$ cat config.mk
export PLATFORM = sky130hd
export DESIGN_NAME = imem_loader
export DESIGN_NICKNAME = d
export VERILOG_FILES = /design/src/rtl/riscv_definitions.sv /design/src/rtl/imem_loader.sv
export SDC_FILE = /design/constraint.sdc
export NUM_CORES = 1
export LEC_CHECK = 0
export CAP_MARGIN = 20
export CORE_ASPECT_RATIO = 1.75
export CORE_MARGIN = 4
export CORE_UTILIZATION = 25
export CTS_CLUSTER_DIAMETER = 30
export DETAILED_ROUTE_END_ITERATION = 10
export GPL_ROUTABILITY_DRIVEN = 1
export RECOVER_POWER = 25
export SKIP_CTS_REPAIR_TIMING = 1
export SLEW_MARGIN = 20
export SYNTH_ARGS = -nofsm -noshare
export SYNTH_HDL_FRONTEND = slang
export SYNTH_SLANG_ARGS = --single-unit
$ cat constraint.sdc
create_clock -name clk -period 2.55 [get_ports clk]
set_input_delay 0.3825 -clock clk [delete_from_list [all_inputs] [get_ports clk]]
set_output_delay 0.3825 -clock clk [all_outputs]
set_load 0.01 [all_outputs]
$ cat src/rtl/riscv_definitions.sv
// Shared definitions for the boot-time program loader.
package riscv_definitions;

   localparam int DATA_WIDTH = 32;

   typedef enum logic [1:0] {LD_IDLE, LD_LOAD, LD_HOLD, LD_RUN} loader_state_t;

   // Byte address of a full-word slot counted from a base byte address.
   function automatic logic [31:0] word_addr(input logic [31:0] base, input logic [31:0] index);
      return base + (index << 2);
   endfunction

endpackage

$ cat src/rtl/imem_loader.sv
// Boot loader: streams instruction words into imem as full-word stores, then
// hands the memory port to the core and releases its reset.
module imem_loader #(
   parameter int          DATA_WIDTH = riscv_definitions::DATA_WIDTH,
   parameter int          MAX_WORDS  = 32,
   parameter logic [31:0] BASE_ADDR  = 32'h0000_0000,
   parameter int          RST_HOLD   = 2
) (
   input  logic                           clk,
   input  logic                           rst,
   input  logic                           i_start,
   input  logic [$clog2(MAX_WORDS+1)-1:0] i_num_words,
   input  logic                           i_word_valid,
   input  logic [DATA_WIDTH-1:0]          i_word_data,
   output logic                           o_word_ready,
   output logic                           o_mem_we,
   output logic [3:0]                     o_mem_ctrl,
   output logic [31:0]                    o_mem_addr,
   output logic [DATA_WIDTH-1:0]          o_mem_di,
   output logic                           o_init_active,
   output logic                           o_cpu_rst_n,
   output logic                           o_busy,
   output logic                           o_done,
   output logic                           o_error
);
   import riscv_definitions::*;

   localparam int CW = $clog2(MAX_WORDS + 1);
   localparam int HW = (RST_HOLD < 2) ? 1 : $clog2(RST_HOLD + 1);

   loader_state_t state;
   logic [CW-1:0] idx;
   logic [CW-1:0] count;
   logic [HW-1:0] hold_cnt;
   logic          too_many;
   logic          empty_load;
   logic          xfer;
   logic          hold_done;

   assign too_many   = 32'(i_num_words) > 32'(MAX_WORDS);
   assign empty_load = (i_num_words == '0);

   assign o_word_ready = (state == LD_LOAD) && (idx < count);
   assign xfer         = o_word_ready && i_word_valid;

   // The write cycle itself is the first of the RST_HOLD cycles, so HOLD
   // lasts RST_HOLD-1 cycles (at least one).
   assign hold_done = (32'(hold_cnt) + 32'd2) >= 32'(RST_HOLD);

   assign o_busy = (state == LD_LOAD) || (state == LD_HOLD);
   assign o_done = (state == LD_RUN);

   always_ff @(posedge clk) begin
      if (rst) begin
         state         <= LD_IDLE;
         idx           <= '0;
         count         <= '0;
         hold_cnt      <= '0;
         o_mem_we      <= 1'b0;
         o_mem_ctrl    <= 4'b0000;
         o_mem_addr    <= BASE_ADDR;
         o_mem_di      <= '0;
         o_init_active <= 1'b1;
         o_cpu_rst_n   <= 1'b0;
         o_error       <= 1'b0;
      end else begin
         o_mem_we   <= 1'b0;
         o_mem_ctrl <= 4'b0000;
         case (state)
            LD_IDLE, LD_RUN: begin
               if (i_start) begin
                  o_cpu_rst_n <= 1'b0;
                  if (too_many) begin
                     o_error       <= 1'b1;
                     o_init_active <= 1'b1;
                     state         <= LD_IDLE;
                  end else if (empty_load) begin
                     o_error       <= 1'b0;
                     o_init_active <= 1'b0;
                     hold_cnt      <= '0;
                     state         <= LD_HOLD;
                  end else begin
                     o_error       <= 1'b0;
                     o_init_active <= 1'b1;
                     count         <= i_num_words;
                     idx           <= '0;
                     state         <= LD_LOAD;
                  end
               end
            end
            LD_LOAD: begin
               if (xfer) begin
                  o_mem_we   <= 1'b1;
                  o_mem_ctrl <= 4'b1111;
                  o_mem_addr <= word_addr(BASE_ADDR, 32'(idx));
                  o_mem_di   <= i_word_data;
                  idx        <= idx + CW'(1);
               end else if (idx == count) begin
                  // Final write is on the bus this cycle; release the mux after it.
                  o_init_active <= 1'b0;
                  hold_cnt      <= '0;
                  state         <= LD_HOLD;
               end
            end
            LD_HOLD: begin
               if (hold_done) begin
                  o_cpu_rst_n <= 1'b1;
                  state       <= LD_RUN;
               end else begin
                  hold_cnt <= hold_cnt + HW'(1);
               end
            end
            default: state <= LD_IDLE;
         endcase
      end
   end

endmodule

==> impl_metrics.json, run 1 <==
{
  "ant_nets": 0,
  "p_switching_uw": 755.6,
  "fin_crit_sh": 0.9670,
  "multi_input_area_sq_um": 1335,
  "rsz0062_at_grt": "false",
  "clock_latency_ns": 0.29,
  "gp_congestion": 0.8885,
  "cts_inserted_buffers": 5,
  "rows": 49,
  "die_h_um": 144.9,
  "holdCritStartpoint": "o_mem_di[16]",
  "dr_wl_met2_um": 3968,
  "synth_compound_area_frac": 0.1639,
  "synthArstFlopShare": 0,
  "start_util": 0.2585,
  "p_int_uw": 1617,
  "hold_end": "o_mem_di[16]",
  "slew_headroom": 0.6112,
  "cp.required_ns": 2.17,
  "port_buffers": 90,
  "status": "completed",
  "highest_layer": "met4",
  "routedWlPerCell_um": 13.47,
  "antenna_found_initial": 0,
  "core_area_sq_um": 10360,
  "slowest_delay_ns": 0.53,
  "synth_commonest_cells": "nand2_1, dfxtp_1, a21oi_1, buf_4, nand3_1",
  "cts_tree": "done",
  "yosysWarnings": 0,
  "rr_worst_depth": 7,
  "fmax_ghz": 0.4056,
  "synth.distinct_cells": 38,
  "nFillCells": 1081,
  "cp-start-kind": "flip-flop",
  "p_comb_frac": 0.301,
  "tightest_slew_ns": 0.5771,
  "cp_num_buf_inv": 2,
  "cp_top_family": "buffers and inverters",
  "drive_above_1_share": 0.07176,
  "post_dp_cell_area_sq_um": 3636,
  "post-route-min-period_ns": 2.466,
  "wirelength_met1_um": 2778,
  "synthTopCellsByArea": "dfxtp_1, nand2_1, a21oi_1",
  "drt_wl_total_um": 7528,
  "grt_pass1_wl_um": 12330,
  "p_per_area_nw_per_um2": 623.9,
  "yosysMostFrequentCell": "nand2_1",
  "viasPerCell": 4.655,
  "crit_chain": "inv_1, ha_1, nor2b_1, o21ai_4, and3_4, clkdlybuf4s50_1",
  "antenna_cells": 0,
  "die_area_sq_um": 12500,
  "seqPwrFrac": 0.408,
  "hp-class": "reg2reg",
  "worstSetupEndpointType": "primary output",
  "r2r_slack_ns": 0.44,
  "synth_seq_area_share": 0.4185,
  "ir_drop_mv": 0.4502,
  "clock-sinks": 56,
  "fin_cells": 559,
  "final_cell_area_sq_um": 3802,
  "synth_top_family_by_area": "simple AND/OR/NAND/NOR gates",
  "holdWs_ns": 0.4497,
  "p_clk_frac": 0.291,
  "fin_tns_setup_ns": 0,
  "synth_top_area_cell": "dfxtp_1",
  "sw_frac_of_total": 0.3185,
  "synth_mux_area_frac": 0,
  "cts_root_buf": "clkbuf_16",
  "avgSynthCellArea_sq_um": 7.765,
  "netlist.area_leader.share": 0.4185,
  "synth_fa_ha_area_frac": 0.04671,
  "netlist_area_sq_um": 2679,
  "grt_util_all_layers": 0.1209,
  "regToRegEndpoint": "idx[0]",
  "crit_fanout": 7,
  "die_w_um": 86.25,
  "ioPinCount": 117,
  "p_leak_uw": 0.001453,
  "drtIter0Drc": 102,
  "htreeDepth": 2,
  "path_clk_slew_ns": 0.07,
  "synth_seq_cells": 56,
  "drcViolationCount": 0,
  "hpwl_um": 5737,
  "grt-ovfl-total": 0,
  "synth_xor_area_frac": 0,
  "critPathKind": "reg2out",
  "placed_cells": 551,
  "nets": 483,
  "finalMaxSlewViolations": 0,
  "skew_ns": 0.004291,
  "area_growth_pct": 41.94,
  "grt_pass1_vias": 2604,
  "r2r-start": "state[0]",
  "cts.path.max_buffers": 2,
  "setup_ws_ns": 0.08425,
  "seq_area_sq_um": 1124,
  "setup_viol_count_final": 0,
  "yosys.area_share.simple": 0.2405,
  "post-place-ws_ns": 0.2919,
  "drt_first_pass_iters": 4,
  "hold_viol_final": 0,
  "vias": 2602,
  "wl_met3_um": 571,
  "synth_ff_type": "dfxtp_1",
  "grt_max_degree": 52,
  "holdPathStages": 2,
  "synth_edf_count": 0,
  "netlist_instances": 345,
  "worstPathArrival_ns": 2.08,
  "maxCapViolations": 0,
  "slowest_stage": "clkdlybuf4s50_1"
}
-- final cells by class --
class                   instances  share of cell area
inverters                      12             0.01185
clock buffers                   7             0.03488
flip-flops and latches         56              0.2955
well taps                     127             0.04179
multi-input cells             254              0.3511
clock inverters                 1            0.002303
repair buffers                102              0.2626
-- power by group through the flow --
stage / Sequential [uW] / Combinational [uW] / Clock (uW)
after detailed placement: 990 / 707 / 0
final: 968 / 713 / 691
after global placement: 990 / 701 / 0
after global routing: 975 / 794 / 758
after floorplan: 1000 / 415 / 0
after CTS: 970 / 711 / 721
-- per-layer routing --
metal / vias up / GRT usage
met5: - / 0
met4: 0 / 0.04836
met3: 17 / 0.03120
met2: 110 / 0.2245
met1: 1190 / 0.1254
li1: 1285 / -
-- flip-flops by register name, summed over array words and instances, names as in the netlist --
| name | cells |
|---|---|
| count | 6 |
| idx | 6 |
| state | 2 |
| o_mem_di | 32 |
| o_mem_ctrl | 1 |
| o_init_active | 1 |
| o_cpu_rst_n | 1 |
| o_mem_addr | 6 |
| o_error | 1 |
-- metrics by stage --
stage | util | total power (uW)
3_5_place_dp | 0.3509 | 1698
4_1_cts | 0.3646 | 2402
2_1_floorplan | - | 1416
5_1_grt | 0.3670 | 2528
3_3_place_gp | 0.3509 | 1691
6_report | 0.3670 | 2372
-- placed cells by master (no fill, tap or decap), types with 2 or more instances in the layout --
cell	n
nor2_1	9
nand3_2	2
o41ai_1	2
buf_4	11
o21ai_4	2
conb_1	26
nand2_1	87
a31oi_1	3
dlygate4sd3_1	25
clkbuf_1	2
nor3_1	3
nand3_1	16
nand4_1	4
dfxtp_2	2
nand2b_1	4
dfxtp_1	54
ha_1	9
nor2b_1	2
clkdlybuf4s50_1	64
a32oi_1	2
inv_1	12
and3_1	4
or4_1	3
o21ai_0	7
clkbuf_16	5
a21oi_1	51
-- tightest hold or removal path: stages, from the launching register on --
cell	delay [ns]
dfxtp_1	0.31
nand2_1	0.05
a21oi_1	0.05
-- cell families after synthesis --
family,count (synthesis)
other,1
AO/OA/AOI/OAI,75
buffers and inverters,60
flip-flops,56
adder cells (fa/ha/maj),10
AND/OR/NAND/NOR,143
-- how the worst max path moves through the flow --
stage                      start            to  depth (start not counted)
floorplan               state[0]        idx[0]                          8
global placement    i_word_valid      state[0]                          7
detailed placement  i_word_valid      state[0]                          7
CTS                     count[5]  o_word_ready                          6
global route            count[1]  o_word_ready                          6
finish                  count[1]  o_word_ready                          6
Note: power is estimated with default switching activity, not from simulation.
==> run 2: changes to the inputs <==
--- a/config.mk
+++ b/config.mk
@@ -9,9 +9,11 @@
 export CORE_ASPECT_RATIO = 1.75
 export CORE_MARGIN = 4
 export CORE_UTILIZATION = 25
+export CTS_BUF_LIST = sky130_fd_sc_hd__clkbuf_4 sky130_fd_sc_hd__clkbuf_8 sky130_fd_sc_hd__clkbuf_16
 export CTS_CLUSTER_DIAMETER = 30
 export DETAILED_ROUTE_END_ITERATION = 10
 export GPL_ROUTABILITY_DRIVEN = 1
+export HOLD_SLACK_MARGIN = 0.06
 export RECOVER_POWER = 25
 export SKIP_CTS_REPAIR_TIMING = 1
 export SLEW_MARGIN = 20
==> impl_metrics.json, run 2 (synthesis results as in run 1) <==
{
  "crit_fanout": 7,
  "hp-class": "reg2reg",
  "slew_headroom": 0.6145,
  "post-route-min-period_ns": 2.466,
  "finalMaxSlewViolations": 0,
  "cp.required_ns": 2.17,
  "cts_tree": "done",
  "drtIter0Drc": 86,
  "grt_use_met2": 0.2245,
  "drt_first_pass_iters": 4,
  "grt_busiest_layer": "met2",
  "ant_nets": 0,
  "rows": 49,
  "drcViolationCount": 0,
  "top_register": "o_mem_di",
  "antenna_found_initial": 0,
  "die_area_sq_um": 12500,
  "nets": 483,
  "area_growth_pct": 42.22,
  "cp-start-kind": "flip-flop",
  "maxCapViolations": 0,
  "drive_above_1_share": 0.07639,
  "cts_root_buf": "clkbuf_16",
  "clock-sinks": 56,
  "start_util": 0.2585,
  "die_w_um": 86.25,
  "skew_ns": 0.003994,
  "grt_pass1_vias": 2603,
  "largest_register_ffs": 32,
  "gr-usage-met3": 0.03120,
  "status": "completed",
  "p_leak_uw": 0.001459,
  "holdWs_ns": 0.4497,
  "vias": 2597,
  "setup_viol_count_final": 0,
  "path_clk_slew_ns": 0.07,
  "worstPathArrival_ns": 2.08,
  "cts_inserted_buffers": 5,
  "clock_latency_ns": 0.29,
  "fin_crit_sh": 0.9670,
  "fmax_ghz": 0.4055,
  "cts.path.max_buffers": 2,
  "critPathKind": "reg2out",
  "core_area_sq_um": 10360,
  "hpwl_um": 5737,
  "drt_wl_total_um": 7527,
  "p_per_area_nw_per_um2": 627.6,
  "layout_commonest_cell": "nand2_1",
  "die_h_um": 144.9,
  "rsz0062_at_grt": "false",
  "viasPerCell": 4.646,
  "hold_viol_final": 0,
  "tightest_slew_ns": 0.5722,
  "grt_pass1_wl_um": 12320,
  "worstSetupEndpointType": "primary output",
  "grt-ovfl-total": 0,
  "nFillCells": 1080,
  "port_buffers": 90,
  "ioPinCount": 117,
  "htreeDepth": 2,
  "grt_max_degree": 52,
  "ir_drop_mv": 0.4592,
  "routedWlPerCell_um": 13.47,
  "antenna_cells": 0,
  "gp_congestion": 0.8885,
  "fin_tns_setup_ns": 0,
  "layout_common_cells": "nand2_1, clkdlybuf4s50_1, dfxtp_1",
  "grt_util_all_layers": 0.1208,
  "met1_usage": 0.1250
}
[run 2: per-stage QoR]
stage	area (sq um)	util	setup slack (ns)	cells	power [uW]
detailed placement	3636	0.3509	0.2919	551	1698
CTS	3785	0.3653	-0.01257	559	2422
global placement	3636	0.3509	0.3656	551	1691
global route	3810	0.3677	0.004294	559	2547
floorplan	2773	-	0.5577	370	1416
finish	3810	0.3677	0.08412	559	2391
[run 2: final timing paths]
path / end / cells after the start / startpoint / slack [ns]
worst max-delay path: o_word_ready / 6 / count[1] / 0.08
worst min-delay path: o_mem_di[16] / 2 / o_mem_di[16] / 0.45
worst max register to register: idx[0] / 7 / state[0] / 0.43
worst min register to register: o_mem_di[16] / 2 / o_mem_di[16] / 0.45
[run 2: cell type report]
class                   instances  area, sq um  share of cell area
multi-input cells             254         1335              0.3504
flip-flops and latches         56         1124              0.2949
repair buffers                102        998.5              0.2621
well taps                     127        158.9             0.04171
clock buffers                   7        140.1             0.03678
inverters                      12        45.04             0.01182
clock inverters                 1        8.758            0.002299
[run 2: routing by layer]
layer  vias up  routed length (um)  part of all wire
met4         0                 210             0.028
li1       1284                   -                 -
met2       106                3971              0.53
met3        17                 545             0.072
met5         -                   0                 0
met1      1190                2800              0.37
[run 2: where the power goes]
part / switching [uW] / leakage, uW / total (uW) / internal (uW)
clock network: 321 / 0.0000749 / 711 / 389
logic: 398 / 0.000931 / 712 / 314
registers: 34.2 / 0.000454 / 968 / 934
total: 753 / 0.00146 / 2390 / 1640
[run 2: worst max-delay path: stages, from the launching register on]
cell and delay, ns:
dfxtp_1 0.34, inv_1 0.05, ha_1 0.28, nor2b_1 0.16, o21ai_4 0.21, and3_4 0.22, clkdlybuf4s50_1 0.53
